===== config.mk =====
export PLATFORM = sky130hd
export DESIGN_NAME = mux_arb_reg
export DESIGN_NICKNAME = d
export VERILOG_FILES = /design/src/rtl/mux_arb_reg.sv
export SDC_FILE = /design/constraint.sdc
export NUM_CORES = 1
export LEC_CHECK = 0
export ABC_CLOCK_PERIOD_IN_PS = 6900
export CAP_MARGIN = 20
export CORE_MARGIN = 5
export CORE_UTILIZATION = 44
export DETAILED_ROUTE_END_ITERATION = 16
export GPL_ROUTABILITY_DRIVEN = 0
export GPL_TIMING_DRIVEN = 0
export PLACE_DENSITY_LB_ADDON = 0.25
export SYNTH_ARGS = -nofsm -noshare
export SYNTH_HDL_FRONTEND = slang
export SYNTH_SLANG_ARGS = --single-unit

===== constraint.sdc =====
create_clock -name clk -period 6.9 [get_ports clk]
set_input_delay 2.07 -clock clk [delete_from_list [all_inputs] [get_ports clk]]
set_output_delay 2.07 -clock clk [all_outputs]
set_load 0.1 [all_outputs]

===== src/rtl/mux_arb_reg.sv =====
// mux_arb_reg: N-input, WIDTH-bit selector with a one-word registered output
// stage and valid/ready flow control on both sides.
//   mode_rr=0 : explicit select, channel 'sel' is granted when it is valid
//   mode_rr=1 : round-robin among valid channels, starting after rr_ptr
// Ports:
//   clk, rst_n            clock, async active-low reset
//   in_data[NUM_IN*WIDTH] packed channel data, ch i at [i*WIDTH +: WIDTH]
//   in_valid/in_ready     per-channel handshake (in_ready is one-hot or zero)
//   mode_rr, sel          arbitration mode and explicit channel index
//   out_data/out_src      registered word and the channel it came from
//   out_valid/out_ready   consumer handshake
module mux_arb_reg #(
  parameter int WIDTH  = 16,
  parameter int NUM_IN = 4,
  localparam int SEL_W = $clog2(NUM_IN)
) (
  input  logic                    clk,
  input  logic                    rst_n,
  input  logic [NUM_IN*WIDTH-1:0] in_data,
  input  logic [NUM_IN-1:0]       in_valid,
  output logic [NUM_IN-1:0]       in_ready,
  input  logic                    mode_rr,
  input  logic [SEL_W-1:0]        sel,
  output logic [WIDTH-1:0]        out_data,
  output logic [SEL_W-1:0]        out_src,
  output logic                    out_valid,
  input  logic                    out_ready
);

  typedef enum logic {EMPTY = 1'b0, FULL = 1'b1} state_t;

  state_t             r_state, w_state_nxt;
  logic [WIDTH-1:0]   r_data;
  logic [SEL_W-1:0]   r_src;
  logic [SEL_W-1:0]   r_rr_ptr;

  logic [NUM_IN-1:0]  w_gnt;
  logic [SEL_W-1:0]   w_gnt_idx;
  logic [WIDTH-1:0]   w_gnt_data;
  logic               w_load_ok;
  logic               w_xfer_in;

  // Grant. In explicit mode an out-of-range sel matches no channel, so the
  // grant is simply zero. In RR mode scan rr_ptr+1 .. rr_ptr+NUM_IN with wrap.
  always_comb begin
    logic             found;
    int               idx;
    logic [SEL_W-1:0] rr_idx;
    w_gnt  = '0;
    found  = 1'b0;
    idx    = 0;
    rr_idx = '0;
    if (!mode_rr) begin
      for (int i = 0; i < NUM_IN; i++)
        if (sel == SEL_W'(i)) w_gnt[i] = in_valid[i];
    end else begin
      for (int k = 1; k <= NUM_IN; k++) begin
        idx = int'(r_rr_ptr) + k;
        if (idx >= NUM_IN) idx = idx - NUM_IN;
        rr_idx = SEL_W'(idx);
        if (!found && in_valid[rr_idx]) begin
          found         = 1'b1;
          w_gnt[rr_idx] = 1'b1;
        end
      end
    end
  end

  // One-hot grant -> index and data (AND-OR mux, grant is at most one-hot).
  always_comb begin
    w_gnt_idx  = '0;
    w_gnt_data = '0;
    for (int i = 0; i < NUM_IN; i++) begin
      if (w_gnt[i]) begin
        w_gnt_idx  = w_gnt_idx | SEL_W'(i);
        w_gnt_data = w_gnt_data | in_data[i*WIDTH +: WIDTH];
      end
    end
  end

  // The register can take a word when empty, or when its current word leaves
  // this same cycle; this gives one word per cycle with no bubble.
  assign w_load_ok = (r_state == EMPTY) | out_ready;
  assign w_xfer_in = w_load_ok & (|w_gnt);

  for (genvar gi = 0; gi < NUM_IN; gi++) begin : g_rdy
    assign in_ready[gi] = w_gnt[gi] & w_load_ok;
  end

  // Output stage FSM
  always_ff @(posedge clk or negedge rst_n) begin
    if (!rst_n) r_state <= EMPTY;
    else        r_state <= w_state_nxt;
  end

  always_comb begin
    w_state_nxt = r_state;
    case (r_state)
      EMPTY:   if (|w_gnt) w_state_nxt = FULL;
      FULL:    if (out_ready) w_state_nxt = (|w_gnt) ? FULL : EMPTY;
      default: w_state_nxt = EMPTY;
    endcase
  end

  // Datapath. rr_ptr starts at NUM_IN-1 so channel 0 wins first after reset,
  // and only moves on an accepted word in RR mode.
  always_ff @(posedge clk or negedge rst_n) begin
    if (!rst_n) begin
      r_data   <= '0;
      r_src    <= '0;
      r_rr_ptr <= SEL_W'(NUM_IN - 1);
    end else if (w_xfer_in) begin
      r_data <= w_gnt_data;
      r_src  <= w_gnt_idx;
      if (mode_rr) r_rr_ptr <= w_gnt_idx;
    end
  end

  assign out_data  = r_data;
  assign out_src   = r_src;
  assign out_valid = (r_state == FULL);

endmodule


==> qor.yml, run 1 <==
placed_design:
  count_of_port_buffers_added_during_placement: 95
  detailedPlace.worstSlack_ns: -0.9537
  placed_cell_area_sq_um: 2957
  dp_hpwl_mm: 4.875
setup_path:
  critical_path.startpoint_type: "input port"
  worst_ep_required_time_ns: 4.83
  critPathArrivalTime_ns: 4.72
  timing.critical_path.to_type: "output pin"
  crit_path_cell_trace: "clkdlybuf4s50_1, mux4_2, or4b_4, o2111ai_4, o21ai_2, nor2_2, buf_4"
  crit_fanout: 8
  worst_path_max_delay_cell: "or4b_4"
  setup.worst_path.class: "in -> out"
  worstSetupEndpoint: "in_ready[1]"
  regToRegStartpoint: "r_rr_ptr[0]"
  critical_path.reg2reg.endpoint: "out_data[6]"
  reg2reg_setup_slack_ns: 2.85
  worstSetupStartpoint: "in_valid[3]"
  rr_worst_depth: 10
  slowest_delay_ns: 0.63
synth:
  async_reset_ff_share_pct: 100.0
  postSynth.topFlopCell: "dfrtp_1"
  synth_cell_type_count: 33
  synth-edff-count: 0
  syn_area_sq_um: 1931
  postSynthRegisterBits: 21
  post_synth_main_area_contributors: "dfrtp_1, o211ai_1, o2111ai_1"
  synth_cells: 201
  yosysSeqAreaShare_pct: 27.35
  ys_warnings: 0
  synth_top_cell_area_share_pct: 24.63
  mappedNetlistNets: 283
  syn-mean-instance-area_sq_um: 9.605
  top_cell_type_by_total_area_after_synthesis: "dfrtp_1"
die:
  ioPinCount: 97
  chipHeight_um: 76.24
  core_area_sq_um: 4294
  num_rows: 24
  fp.dieArea_sq_um: 5813
  floorplan.die.width_um: 76.24
  initial_core_util_pct: 44.96
global_route:
  antenna_found_initial: 0
  grt_max_degree: 22
  grt.total_usage_pct: 21.89
  grt_pass1_vias: 2143
  grt_first_pass_wirelength_mm: 10.65
  overflow: 0
clock_network:
  tritoncts_clock_tree: "yes"
  post_cts_hold_buffer_count: 0
  cts_sinks: 21
  cts_root_buf: "clkbuf_8"
  num_cts_buffers: 3
  path_clk_slew_ns: 0.08
  insertion_delay_ns: 0.26
  cts-root-to-sink-buffers: 2
  h_tree_depth: 1
power_and_ir_drop:
  cell_internal_pwr_w: 0.0005678
  power_switching_w: 0.0008268
  vdd_drop_max_v: 0.0004220
  share_clk_of_total_power_pct: 5.9
  power_density_nw_per_um2: 455.3
  seq_power_share_pct: 16.4
  total_leakage_power_nw: 1.148
  power.share.combinational_pct: 77.7
  power.share.switching_pct: 59.29
timing:
  worst_slew_margin_pct: 32.32
  setup-violations-final: 0
  actual_transition_at_the_worst_max_transition_pin_ns: 1.012
  timing.fmax_mhz: 147.2
  post-route-worst-setup-slack_ns: 0.1078
  finalHoldViolations: 0
  fin_tns_setup_ns: 0
  finalWorstPathRequiredPeriod_ns: 6.792
  rsz0062_at_grt: "false"
  fin_worst_skew_ns: 0.002339
  period_share_pct: 98.44
  timing.final.max_slew_violations: 0
finish:
  final.fill_count: 354
  final-seq-area_sq_um: 528.0
  layout.cells.most_common_list: "clkdlybuf4s50_1, o211ai_1, inv_1"
  final_cell_area_sq_um: 3063
  nNetsFinal: 386
  drive_above_1_share_pct: 13.86
  multi_input_comb_area_sq_um: 1261
  area_delta_synth_final_pct: 58.65
  n_antenna_cell: 0
  commonest_non_fill_non_tap_cell_in_the_layout: "clkdlybuf4s50_1"
min_path:
  worst_hold_path.num_cells: 1
  hold_crit_class: "reg -> reg"
routing:
  via_count: 2091
  post-route-drc-count: 0
  route.final.wire_length_mm: 6.474
  antenna_left: 0
  drt_iter0_markers: 142
  via_per_inst: 5.890
  router_iterations_before_antenna_repair: 5
  wire_per_inst_um: 18.24
run_status:
  status: "complete, no violations"
flow_run:
  max-cap-violations: 0
## sequential cells by signal (all words and copies together), names as in the netlist
signal	cells
out_data	16
r_rr_ptr	2
out_src	2
out_valid	1
## cell families after synthesis
logic type,Yosys count,share of synthesized area (%)
compound gates,81,35.97
fa+ha+maj,8,5.185
buf+inv,43,8.750
flops,21,27.35
mux,22,15.17
simple gates,26,7.584
## power groups by stage
stage,clock network [W],registers (W),logic (W)
global placement,0,0.000230,0.00104
finish,0.0000822,0.000228,0.00108
detailed placement,0,0.000231,0.00105
CTS,0.0000829,0.000229,0.00106
global route,0.0000907,0.000236,0.00114
floorplan,0,0.000632,0.000385
## synth_stat cells (all sizes together), types with 2 or more instances
cell type,number
dfstp,2
mux4,4
and2,4
o21ai,4
nor2,5
mux2,18
nand2,7
a21o,2
inv,24
clkbuf,16
buf,3
o211ai,48
dfrtp,19
ha,8
a41oi,2
nand3b,4
o21bai,2
o2111ai,20
## how the worst min path moves through the flow
| stage | start | to | slack, ns |
|---|---|---|---|
| 2_1_floorplan | r_rr_ptr[1] | r_rr_ptr[1] | 0.66 |
| 3_3_place_gp | out_src[1] | out_src[1] | 0.47 |
| 3_5_place_dp | out_data[2] | out_data[2] | 0.48 |
| 4_1_cts | out_data[2] | out_data[2] | 0.50 |
| 5_1_grt | out_data[6] | out_data[6] | 0.51 |
| 6_report | out_data[3] | out_data[3] | 0.49 |
## routing by layer
metal / vias to the layer above / share of wire (%) / GRT usage (%)
met3: 6 / 9.6 / 6.147
met1: 996 / 39 / 26.92
met4: 0 / 0.90 / 6.294
li1: 991 / - / -
met2: 98 / 50 / 37.16
met5: - / 0 / 0
## metrics by stage
step                      instances  util (%)  total power [W]  hold WS [ns]
after floorplan                 201         -         0.001017        0.6561
after global placement          348     68.85         0.001271        0.4678
after detailed placement        348     68.85         0.001284        0.4784
after CTS                       352     69.99         0.001372        0.4962
after global routing            355     71.33         0.001464        0.5118
final                           355     71.33         0.001395        0.4927
## area by class of cell
| type | count | share of cell area, % |
|---|---|---|
| repair buffers | 99 | 32.48 |
| plain buffers | 18 | 2.574 |
| flip-flops and latches | 21 | 17.24 |
| inverters | 24 | 2.941 |
| multi-input cells | 137 | 41.18 |
| clock buffers | 4 | 1.471 |
| well taps | 52 | 2.124 |
## worst max-delay path: cells and delay by family
kind            cells  cell delay [ns]
compound gates      2             0.53
buf+inv             2             0.80
mux                 1             0.55
simple gates        2             0.77
## what timing repair did
item	CTS	global route
gates cloned	0	0
setup endpoints to repair	4	4
resized for setup	26	5
setup buffers	0	3
No activity file was read; power rests on OpenSTA's default activity.
==> run 2, diff against run 1 <==
--- a/config.mk
+++ b/config.mk
@@ -7,8 +7,10 @@
 export LEC_CHECK = 0
 export ABC_CLOCK_PERIOD_IN_PS = 6900
 export CAP_MARGIN = 20
+export CORE_ASPECT_RATIO = 0.7
 export CORE_MARGIN = 5
 export CORE_UTILIZATION = 44
+export CTS_CLUSTER_SIZE = 12
 export DETAILED_ROUTE_END_ITERATION = 16
 export GPL_ROUTABILITY_DRIVEN = 0
 export GPL_TIMING_DRIVEN = 0
==> qor.yml, run 2 (synthesis gave the netlist of run 1 again) <==
clock_network:
  post_cts_hold_buffer_count: 0
  cts-root-to-sink-buffers: 2
  insertion_delay_ns: 0.26
  tritoncts_clock_tree: "yes"
  num_cts_buffers: 3
  cts_root_buf: "clkbuf_8"
  cts_sinks: 21
  path_clk_slew_ns: 0.08
  h_tree_depth: 1
die:
  ioPinCount: 97
  fp.dieArea_sq_um: 5834
  num_rows: 20
  chipHeight_um: 65.42
  floorplan.die.width_um: 89.17
  core_area_sq_um: 4279
  initial_core_util_pct: 45.12
finish:
  final_cell_area_sq_um: 3078
  n_antenna_cell: 0
  drive_above_1_share_pct: 14.24
  final.fill_count: 318
  largest_register_ff_count: 16
  layout.cells.most_common_list: "clkdlybuf4s50_1, o211ai_1, inv_1"
  area_delta_synth_final_pct: 59.43
  nNetsFinal: 385
  commonest_non_fill_non_tap_cell_in_the_layout: "clkdlybuf4s50_1"
routing:
  via_count: 2124
  wire_per_inst_um: 18.72
  post-route-drc-count: 0
  router_iterations_before_antenna_repair: 4
  drt_iter0_markers: 137
  route.final.wire_length_mm: 6.682
  via_per_inst: 5.950
  antenna_left: 0
placed_design:
  count_of_port_buffers_added_during_placement: 95
  dp_hpwl_mm: 5.124
  placed_cell_area_sq_um: 2960
timing:
  actual_transition_at_the_worst_max_transition_pin_ns: 1.019
  period_share_pct: 98.72
  finalHoldViolations: 0
  timing.fmax_mhz: 146.8
  worst_slew_margin_pct: 31.84
  fin_worst_skew_ns: 0.001999
  setup-violations-final: 0
  finalWorstPathRequiredPeriod_ns: 6.812
  timing.final.max_slew_violations: 0
flow_run:
  max-cap-violations: 0
power_and_ir_drop:
  seq_power_share_pct: 16.4
  total_leakage_power_nw: 1.151
  total_power_w: 0.001401
  vdd_drop_max_v: 0.0003403
  power_switching_w: 0.0008352
  power.share.combinational_pct: 77.7
  share_clk_of_total_power_pct: 5.9
  power_density_nw_per_um2: 455.0
  cell_internal_pwr_w: 0.0005654
  power.share.switching_pct: 59.63
min_path:
  min_delay_worst_endpoint: "out_data[6]"
  hold_crit_class: "reg -> reg"
  timing.hold.worst.start: "out_data[6]"
  worst_hold_path.num_cells: 1
setup_path:
  crit_fanout: 10
  timing.critical_path.to_type: "output pin"
  rr_worst_depth: 10
  critical_path.startpoint_type: "input port"
  reg2reg_setup_slack_ns: 2.83
  worst_ep_required_time_ns: 4.83
  critPathArrivalTime_ns: 4.74
  setup.worst_path.class: "in -> out"
  critical_path.reg2reg.endpoint: "out_data[2]"
  regToRegStartpoint: "r_rr_ptr[0]"
global_route:
  grt.total_usage_pct: 22.32
  grt_max_degree: 22
  overflow: 0
  grt_first_pass_wirelength_mm: 10.16
  antenna_found_initial: 0
  grt_pass1_vias: 2062
run_status:
  status: "complete, no violations"
==> run 2: stage by stage <==
step	setup TNS [ns]	setup slack [ns]	utilization, %	hold slack (ns)	std cells
2_1_floorplan	0	0.2103	-	0.6561	201
3_5_place_dp	-3.451	-1.025	69.18	0.4737	351
5_1_grt	-0.1272	-0.09724	71.93	0.5286	357
3_3_place_gp	-3.265	-0.9931	69.18	0.4682	351
4_1_cts	-0.07751	-0.04011	70.20	0.4945	355
6_report	0	0.08833	71.93	0.4875	357
==> run 2: layout make-up <==
| cell class | instances | area [sq um] | area share, % |
|---|---|---|---|
| multi-input combinational | 137 | 1267 | 41.18 |
| timing repair buffer | 98 | 998.5 | 32.44 |
| sequential | 21 | 528.0 | 17.15 |
| inverter | 24 | 90.09 | 2.927 |
| buffer | 18 | 78.83 | 2.561 |
| tap | 55 | 68.82 | 2.236 |
| clock buffer | 3 | 41.29 | 1.341 |
| clock inverter | 1 | 5.005 | 0.1626 |
==> run 2: timing repair <==
item,4_1_cts,5_1_grt
buffers inserted,0,2
gates resized for setup,27,7
endpoints found under the setup margin,4,4
==> run 2: routing by layer <==
layer / global-route usage, % / up-vias / wire length [um]
met4: 5.762 / 0 / 55
met5: 0 / - / 0
met2: 34.28 / 114 / 3010
met3: 4.887 / 6 / 641
met1: 31.61 / 1017 / 2975
li1: - / 987 / -
==> run 2: worst max-delay path by stage <==
stage	start	endpoint	depth (start not counted)
after floorplan	in_valid[2]	in_ready[3]	6
after global placement	in_valid[2]	in_ready[3]	8
after detailed placement	in_valid[2]	in_ready[3]	8
after CTS	in_valid[2]	in_ready[1]	7
after global routing	in_valid[2]	in_ready[0]	8
final	in_valid[1]	in_ready[3]	8
==> run 2: power by group through the flow <==
stage | registers [W] | clock network [W] | logic [W]
final | 0.000230 | 0.0000823 | 0.00109
after global routing | 0.000239 | 0.0000904 | 0.00114
after CTS | 0.000230 | 0.0000852 | 0.00106
after detailed placement | 0.000231 | 0 | 0.00105
after global placement | 0.000228 | 0 | 0.00105
after floorplan | 0.000632 | 0 | 0.000385
==> run 2: critical path, cell delays in order <==
cell and delay, ns:
clkdlybuf4s50_1 0.50, mux4_2 0.59, or4b_4 0.62, o2111ai_2 0.20
o22ai_2 0.16, buf_4 0.25, nor2_2 0.13, buf_8 0.21
